File: src/rtl/food_placer_pkg.sv
// Shared types and default grid geometry for the food placement block.
package food_placer_pkg;

  // Mirrors the game-wide grid dimensions.
  localparam int unsigned DefGridWidth  = 20;
  localparam int unsigned DefGridHeight = 15;

  typedef enum logic [1:0] {
    StIdle,
    StRand,
    StScan
  } state_e;

endpackage

File: src/rtl/food_raster_stepper.sv
// Candidate cell register: loads a wrapped random coordinate or steps to the raster successor.
module food_raster_stepper #(
  parameter int unsigned GRID_WIDTH  = 20,
  parameter int unsigned GRID_HEIGHT = 15,
  parameter int unsigned XW          = $clog2(GRID_WIDTH),
  parameter int unsigned YW          = $clog2(GRID_HEIGHT)
) (
  input  logic          clk_i,
  input  logic          rst_ni,
  input  logic          load_i,
  input  logic          advance_i,
  input  logic [XW-1:0] rand_x_i,
  input  logic [YW-1:0] rand_y_i,
  output logic [XW-1:0] x_o,
  output logic [YW-1:0] y_o
);

  logic [XW-1:0] x_q, x_d;
  logic [YW-1:0] y_q, y_d;

  always_comb begin
    x_d = x_q;
    y_d = y_q;
    if (load_i) begin
      // Inputs are below twice the dimension, so one subtraction is enough.
      x_d = (32'(rand_x_i) >= GRID_WIDTH)  ? rand_x_i - XW'(GRID_WIDTH)  : rand_x_i;
      y_d = (32'(rand_y_i) >= GRID_HEIGHT) ? rand_y_i - YW'(GRID_HEIGHT) : rand_y_i;
    end else if (advance_i) begin
      if (x_q == XW'(GRID_WIDTH - 1)) begin
        x_d = '0;
        y_d = (y_q == YW'(GRID_HEIGHT - 1)) ? '0 : y_q + YW'(1);
      end else begin
        x_d = x_q + XW'(1);
      end
    end
  end

  always_ff @(posedge clk_i or negedge rst_ni) begin
    if (!rst_ni) begin
      x_q <= '0;
      y_q <= '0;
    end else begin
      x_q <= x_d;
      y_q <= y_d;
    end
  end

  assign x_o = x_q;
  assign y_o = y_q;

endmodule

File: src/rtl/food_placer.sv
// Picks a free grid cell for food: bounded random draws, then a full raster scan fallback.
module food_placer
  import food_placer_pkg::*;
#(
  parameter int unsigned GRID_WIDTH  = DefGridWidth,
  parameter int unsigned GRID_HEIGHT = DefGridHeight,
  parameter int unsigned MAX_RETRIES = 8,
  localparam int unsigned XW         = $clog2(GRID_WIDTH),
  localparam int unsigned YW         = $clog2(GRID_HEIGHT)
) (
  input  logic          clk_i,
  input  logic          rst_ni,
  input  logic          req_i,
  input  logic [XW-1:0] rand_x_i,
  input  logic [YW-1:0] rand_y_i,
  output logic          occ_req_o,
  output logic [XW-1:0] occ_x_o,
  output logic [YW-1:0] occ_y_o,
  input  logic          occ_ack_i,
  input  logic          occ_hit_i,
  output logic [XW-1:0] food_x_o,
  output logic [YW-1:0] food_y_o,
  output logic          food_valid_o,
  output logic          busy_o,
  output logic          grid_full_o
);

  localparam int unsigned Cells = GRID_WIDTH * GRID_HEIGHT;
  localparam int unsigned SW    = $clog2(Cells + 1);
  localparam int unsigned RW    = $clog2(MAX_RETRIES + 1);

  state_e        state_q, state_d;
  logic [RW-1:0] retry_q, retry_d, retry_inc;
  logic [SW-1:0] scan_q, scan_d;
  logic [XW-1:0] food_x_q, food_x_d;
  logic [YW-1:0] food_y_q, food_y_d;
  logic          food_valid_q, food_valid_d;
  logic          grid_full_q, grid_full_d;
  logic          load, advance;
  logic [XW-1:0] cand_x;
  logic [YW-1:0] cand_y;

  food_raster_stepper #(
    .GRID_WIDTH  (GRID_WIDTH),
    .GRID_HEIGHT (GRID_HEIGHT),
    .XW          (XW),
    .YW          (YW)
  ) u_stepper (
    .clk_i     (clk_i),
    .rst_ni    (rst_ni),
    .load_i    (load),
    .advance_i (advance),
    .rand_x_i  (rand_x_i),
    .rand_y_i  (rand_y_i),
    .x_o       (cand_x),
    .y_o       (cand_y)
  );

  assign retry_inc = retry_q + RW'(1);

  always_comb begin
    state_d      = state_q;
    retry_d      = retry_q;
    scan_d       = scan_q;
    food_x_d     = food_x_q;
    food_y_d     = food_y_q;
    food_valid_d = food_valid_q;
    grid_full_d  = grid_full_q;
    load         = 1'b0;
    advance      = 1'b0;

    unique case (state_q)
      StIdle: begin
        if (req_i) begin
          load         = 1'b1;
          food_valid_d = 1'b0;
          grid_full_d  = 1'b0;
          retry_d      = '0;
          state_d      = StRand;
        end
      end
      StRand: begin
        if (occ_ack_i) begin
          if (!occ_hit_i) begin
            food_x_d     = cand_x;
            food_y_d     = cand_y;
            food_valid_d = 1'b1;
            state_d      = StIdle;
          end else begin
            retry_d = retry_inc;
            if (32'(retry_inc) < MAX_RETRIES) begin
              load = 1'b1;
            end else begin
              scan_d  = SW'(1);
              advance = 1'b1;
              state_d = StScan;
            end
          end
        end
      end
      StScan: begin
        if (occ_ack_i) begin
          if (!occ_hit_i) begin
            food_x_d     = cand_x;
            food_y_d     = cand_y;
            food_valid_d = 1'b1;
            state_d      = StIdle;
          end else if (scan_q == SW'(Cells)) begin
            // Every cell has been visited once since the fallback began.
            grid_full_d  = 1'b1;
            food_valid_d = 1'b0;
            state_d      = StIdle;
          end else begin
            scan_d  = scan_q + SW'(1);
            advance = 1'b1;
          end
        end
      end
      default: state_d = StIdle;
    endcase
  end

  always_ff @(posedge clk_i or negedge rst_ni) begin
    if (!rst_ni) begin
      state_q      <= StIdle;
      retry_q      <= '0;
      scan_q       <= '0;
      food_x_q     <= '0;
      food_y_q     <= '0;
      food_valid_q <= 1'b0;
      grid_full_q  <= 1'b0;
    end else begin
      state_q      <= state_d;
      retry_q      <= retry_d;
      scan_q       <= scan_d;
      food_x_q     <= food_x_d;
      food_y_q     <= food_y_d;
      food_valid_q <= food_valid_d;
      grid_full_q  <= grid_full_d;
    end
  end

  assign busy_o       = (state_q != StIdle);
  assign occ_req_o    = busy_o;
  assign occ_x_o      = cand_x;
  assign occ_y_o      = cand_y;
  assign food_x_o     = food_x_q;
  assign food_y_o     = food_y_q;
  assign food_valid_o = food_valid_q;
  assign grid_full_o  = grid_full_q;

endmodule

File: config.mk
export PLATFORM = sky130hd
export DESIGN_NAME = food_placer
export DESIGN_NICKNAME = d
export VERILOG_FILES = /design/src/rtl/food_placer_pkg.sv /design/src/rtl/food_raster_stepper.sv /design/src/rtl/food_placer.sv
export SDC_FILE = /design/constraint.sdc
export NUM_CORES = 1
export LEC_CHECK = 0
export CORE_ASPECT_RATIO = 1.1
export CORE_UTILIZATION = 47
export DETAILED_ROUTE_END_ITERATION = 8
export PLACE_DENSITY = 0.75
export SYNTH_ARGS = -nofsm -noshare
export SYNTH_HDL_FRONTEND = slang
export SYNTH_SLANG_ARGS = --single-unit
File: constraint.sdc
create_clock -name clk_i -period 1.9 [get_ports clk_i]
set_input_delay 0.475 -clock clk_i [delete_from_list [all_inputs] [get_ports clk_i]]
set_output_delay 0.475 -clock clk_i [all_outputs]
set_load 0.05 [all_outputs]
# After elaboration in Yosys (flattened, before gate mapping)

Cells that the tools add are included.

$add $sub $neg: 6
$mul: 0
Divide/modulo/power cells: 0
Order comparisons: 3
Equality and inequality tests: 16
Shift operators: 0
Muxes and demuxes: 51
Bitwise gates (word level): 1
Reductions and logical operators: 16

Operators by type and width:

| cell                  | number |
|---|---|
| $mux W9               | 6 |
| $mux W4               | 8 |
| $mux W5               | 4 |
| $mux W1               | 19 |
| $ne A2 B2 Y1 const B  | 9 |
| $pmux W9 S2           | 1 |
| $mux W2               | 7 |
| $reduce_bool A2 Y1    | 6 |
| $reduce_and A5 Y1     | 2 |
| $add A9 B1 Y9 const B | 1 |
| $eq A9 B9 Y1 const B  | 1 |
| $add A4 B1 Y4 const B | 2 |
| $pmux W4 S2           | 1 |
| $reduce_and A7 Y1     | 1 |
| $ne A3 B3 Y1 const B  | 2 |
| $pmux W1 S2           | 3 |
| $pmux W2 S3           | 1 |
| $reduce_and A6 Y1     | 1 |
| $add A5 B1 Y5 const B | 1 |
| $eq A5 B5 Y1 const B  | 1 |
| $ge A5 B5 Y1 const B  | 1 |
| $sub A5 B5 Y5 const B | 1 |
| $eq A4 B4 Y1 const B  | 1 |
| $ge A4 B4 Y1 const B  | 1 |
| 12 further kinds      | 12 |

Bits in registers: 35
Latch bits: 0
Bits in writable memories: 0
ROM bits: 0
Bits of input ports: 14
Output and inout bits: 22
Memories kept: 0

# Depth between registers and ports, before layout

Depth in word-level cells: 8
Mapped depth: 8

# Cells and area by module

Synthesis repeated with hierarchy kept, for this count alone.

Cells, all modules: 221
Area, all modules: 2,205.9 µm²

By module, submodules not included:

| module              | instances | cells an instance | area an instance (µm²) | seq. area each (µm²) |
|---|---|---|---|---|
| food_placer         | 1         | 144               | 1,500.2                | 650.6 |
| food_raster_stepper | 1         | 77                | 705.7                  | 225.2 |

# Worst setup path after synthesis

Ideal clock, no wire load.

Path type: register to register
Start: register u_stepper.x_q[0], in the netlist u_stepper.x_o[0]
End: register u_stepper.y_q[3], in the netlist u_stepper.y_o[3]
Arrival: 1.972 ns
Required time: 1.818 ns
Setup slack: -0.154 ns
Cell stages (with the launch flop): 7
Buffers on the path: 0
Period minus slack after synthesis: 2.054 ns
Cell sequence: dfrtp_1 -> ha_1 -> nand2_1 -> nor3_4 -> nand3_4 -> or4b_1 -> a31oi_1

Word-level cells in the longest chain between the ends: 3

Ends and longest elaborated chain:

| item                         | line                      | RTL |
|---|---|---|
| from (decl)                  | food_raster_stepper.sv:18 | `logic [XW-1:0] x_q, x_d;` |
| from (signal assigned)       | food_raster_stepper.sv:40 | `x_q <= '0;` |
| from (signal assigned)       | food_raster_stepper.sv:43 | `x_q <= x_d;` |
| $eq A5 B5 Y1                 | food_raster_stepper.sv:29 | `if (x_q == XW'(GRID_WIDTH - 1)) begin` |
| $reduce_bool A2 Y1 (no line) | --                        |  |
| $reduce_and A2 Y1 (no line)  | --                        |  |
| to (signal assigned)         | food_raster_stepper.sv:44 | `y_q <= y_d;` |
| to (decl)                    | food_raster_stepper.sv:19 | `logic [YW-1:0] y_q, y_d;` |

No other way between the ends.
A chain may end at the register's enable or synchronous reset.

# Worst setup path after layout

Start: register scan_q[4]
End: register state_q[0]

Word-level cells in the longest chain between the ends: 3

Ends and longest elaborated chain:

| item                        | line               | RTL |
|---|---|---|
| from (decl)                 | food_placer.sv:34  | `logic [SW-1:0] scan_q, scan_d;` |
| from (signal assigned)      | food_placer.sv:135 | `scan_q <= scan_d;` |
| $eq A9 B9 Y1                | food_placer.sv:108 | `end else if (scan_q == SW'(Cells)) begin` |
| $ne A3 B3 Y1 (no line)      | --                 |  |
| $reduce_and A5 Y1 (no line) | --                 |  |
| to (signal assigned)        | food_placer.sv:125 | `state_q <= StIdle;` |
| to (signal assigned)        | food_placer.sv:133 | `state_q <= state_d;` |
| to (decl)                   | food_placer.sv:32  | `state_e state_q, state_d;` |

No other way between the ends.

==> flow_summary.json <==
{
  "drt_wl_total_mm": 5.883,
  "dp_hpwl_mm": 3.693,
  "critPathTopFamily": "simple AND/OR/NAND/NOR gates",
  "ys.flop_type": "dfrtp_1",
  "power_density_nw_per_um2": 1405,
  "ioPinCount": 36,
  "finalHoldViolations": 0,
  "worst_skew_pair.late_latency_ns": 0.30,
  "ff2ff_path_depth": 5,
  "max_cap_viol_count": 0,
  "num_vias": 2084,
  "rows": 25,
  "use_met3_pct": 4.375,
  "arrival_ns": 2.09,
  "yosysTopAreaCell": "dfrtp_1",
  "diodes": 0,
  "synthAdderAreaFrac_pct": 6.362,
  "fin_util_pct": 72.81,
  "cts.path.max_buffers": 2,
  "finalWorstSetupSlack_ns": -0.01985,
  "yosys-top-cells-area": "dfrtp_1 40%, ha_1 6.4%, mux2_2 4.2%",
  "grt_usage_pct": 23.46,
  "yosys.cell_types.count": 54,
  "worstPathMaxFanout": 3,
  "vias_per_cell": 5.773,
  "p_total_mw": 4.447,
  "num-nets-final": 331,
  "grt_pass1_vias": 1881,
  "port_buffers": 35,
  "area_growth_pct": 46.33,
  "cp_slowest_cell": "or4b_4",
  "dieArea_sq_um": 4878,
  "tritoncts": "built",
  "synth_seq_cells": 35,
  "core_area_sq_um": 4348,
  "postRouteAntennaNets": 0,
  "finalSetupViolCount": 1,
  "holdWs_ns": 0.4819,
  "p_leak_nw": 1.386,
  "synth_top_family_by_area": "compound AO/OA/AOI/OAI gates",
  "grt_pass1_wl_mm": 8.611,
  "cts_sinks": 35,
  "hold_buffers": 0,
  "met2_usage_pct": 41.86,
  "wl_per_cell_um": 16.30,
  "yosysMostFrequentCell": "dfrtp_1",
  "maxSlewViolCount": 0,
  "yosys.area_share.xor_xnor_pct": 1.215,
  "path_cells": "or4b_4 > o21ai_4 > o221ai_4 > a31oi_1 > mux2_1",
  "synth_top_area_share_pct": 40.49,
  "worstMarginPinSlew_ns": 0.4652,
  "yosysSeqAreaShare_pct": 40.49,
  "skew_ns": 0.01224,
  "crit_type": "flop to flop",
  "antenna_found_initial": 0,
  "busiest_layer": "met2",
  "holdCritPathClass": "flop to flop",
  "critPathBufInv": 0,
  "drive_above_1_share_pct": 38.76,
  "synth_compound_area_share_pct": 21.52,
  "dr.pass1.iters": 4,
  "use_met1_pct": 28.01,
  "ir_drop_mv": 1.025,
  "synth_fp_nets": 246,
  "status": "complete, but fails checks",
  "cts_buffers": 5,
  "yosys.area_share.simple_pct": 19.72,
  "start_util_pct": 49.76,
  "path_depth": 5,
  "critPathMaxStageDelay_ns": 0.55,
  "synth_edf_count": 0,
  "rsz0062_at_grt": "true",
  "drtIter0Drc": 128,
  "remaining_drc_errors": 0,
  "synth_common_cells": "35 x dfrtp_1, 20 x nand2_1, 15 x nor2_1",
  "synth_area_sq_um": 2163,
  "grt-ovfl-total": 0,
  "clk_pin_slew_ns": 0.08,
  "htree_levels": 2,
  "fin_crit_sh_pct": 101.0,
  "fmax_mhz": 520.9,
  "grt_max_degree": 36,
  "n_fill_cell": 320,
  "final_area_sq_um": 3166,
  "async_reset_ff_share_pct": 100.0,
  "violations": "setup timing",
  "fp.dieW_um": 66.69,
  "fin_crit_ns": 1.920,
  "postPlaceCellArea_sq_um": 2846,
  "die_h_um": 73.16,
  "max_slew_margin_pct": 68.99,
  "critPathRequiredTime_ns": 2.07,
  "globalplace.congestion": 0.8797,
  "yosysWarnings": 0,
  "synth.avg_cell_area_sq_um": 9.789,
  "synthMuxAreaShare_pct": 6.536,
  "post-place-ws_ns": -0.3131,
  "cp-start-kind": "flop",
  "syn_inst": 221,
  "endpoint_kind": "flop",
  "cts-root-buf": "clkbuf_8",
  "hold_depth": 2
}
-- final timing paths --
check / end / slack, ns / from
max in group asynchronous: u_stepper.x_o[1] / 0.95 / rst_ni
hold / removal: food_x_o[2] / 0.48 / food_x_o[2]
min in group asynchronous: u_stepper.x_o[3] / 0.59 / rst_ni
hold reg to reg: food_x_o[2] / 0.48 / food_x_o[2]
setup / recovery: state_q[0] / -0.02 / scan_q[4]
setup reg to reg: state_q[0] / -0.02 / scan_q[4]
-- where the power goes --
part	internal, mW	total [mW]	switching, mW	leakage, nW
clock network	0.391	0.688	0.297	0.0581
logic	0.967	2.48	1.52	0.895
registers	1.00	1.28	0.275	0.432
total	2.36	4.45	2.09	1.39
-- sequential cells by signal (all words and copies together) (netlist names) --
name / flops
scan_q: 9
u_stepper.x_o: 5
retry_q: 4
food_valid_o: 1
food_y_o: 4
food_x_o: 5
grid_full_o: 1
u_stepper.y_o: 4
state_q: 2
-- per-layer routing --
metal / wire (um) / vias to the layer above / share of wire [%]
li1: - / 991 / -
met1: 2406 / 999 / 41
met2: 3014 / 73 / 51
met3: 268 / 21 / 4.6
met4: 193 / 0 / 3.3
met5: 0 / - / 0
-- repair_timing --
| item | in CTS | in global routing |
|---|---|---|
| gates cloned | 0 | 0 |
| pin swaps | 2 | 12 |
| setup endpoints to repair | 10 | 20 |
| setup buffers | 5 | 4 |
| resized for setup | 1 | 24 |
-- metrics by stage --
stage                TNS, ns  std cells
finish              -0.01985        361
global route         -0.8208        361
CTS                  -0.2960        357
detailed placement    -3.695        344
global placement      -3.282        344
floorplan           -0.02229        221
-- area by class of cell --
type | count | area (sq um) | share of cell area (%)
Inverter | 13 | 48.80 | 1.542
Clock buffer | 5 | 68.82 | 2.174
Multi-Input combinational cell | 166 | 1338 | 42.25
Timing Repair Buffer | 85 | 719.4 | 22.73
Sequential cell | 35 | 879.6 | 27.79
Tap cell | 54 | 67.56 | 2.134
Clock inverter | 3 | 43.79 | 1.383
-- worst min-delay path: stages (launching register included) --
cell	delay (ns)
dfrtp_1	0.35
nand2_1	0.05
o21ai_0	0.06
-- kinds of logic after synthesis --
group | Yosys count
and+or+nand+nor | 76
AOI/OAI and AO/OA | 63
DFF | 35
buffers and inverters | 20
muxes | 13
adders and majority gates | 11
xor gates and xnor gates | 3
-- placed cells by master (no fill, tap or decap), types with 3 or more instances in the layout --
cell type        instances
nand2b_1                 3
mux2i_1                  4
buf_4                   66
o21ai_1                  3
nand3_1                 11
inv_1                   10
dfrtp_1                 32
o211ai_1                 3
buf_6                    3
dfrtp_2                  3
clkdlybuf4s50_1         13
nor3b_1                  3
mux2_2                   8
nor3_1                   3
clkbuf_8                 5
ha_1                     8
inv_2                    3
a211oi_2                 3
o21ai_0                 10
nor2_1                  14
and3_1                   3
nand2_1                 19
buf_12                   3
a21oi_1                 13
a31oi_1                 11
Power figures use the tool's default switching activity.
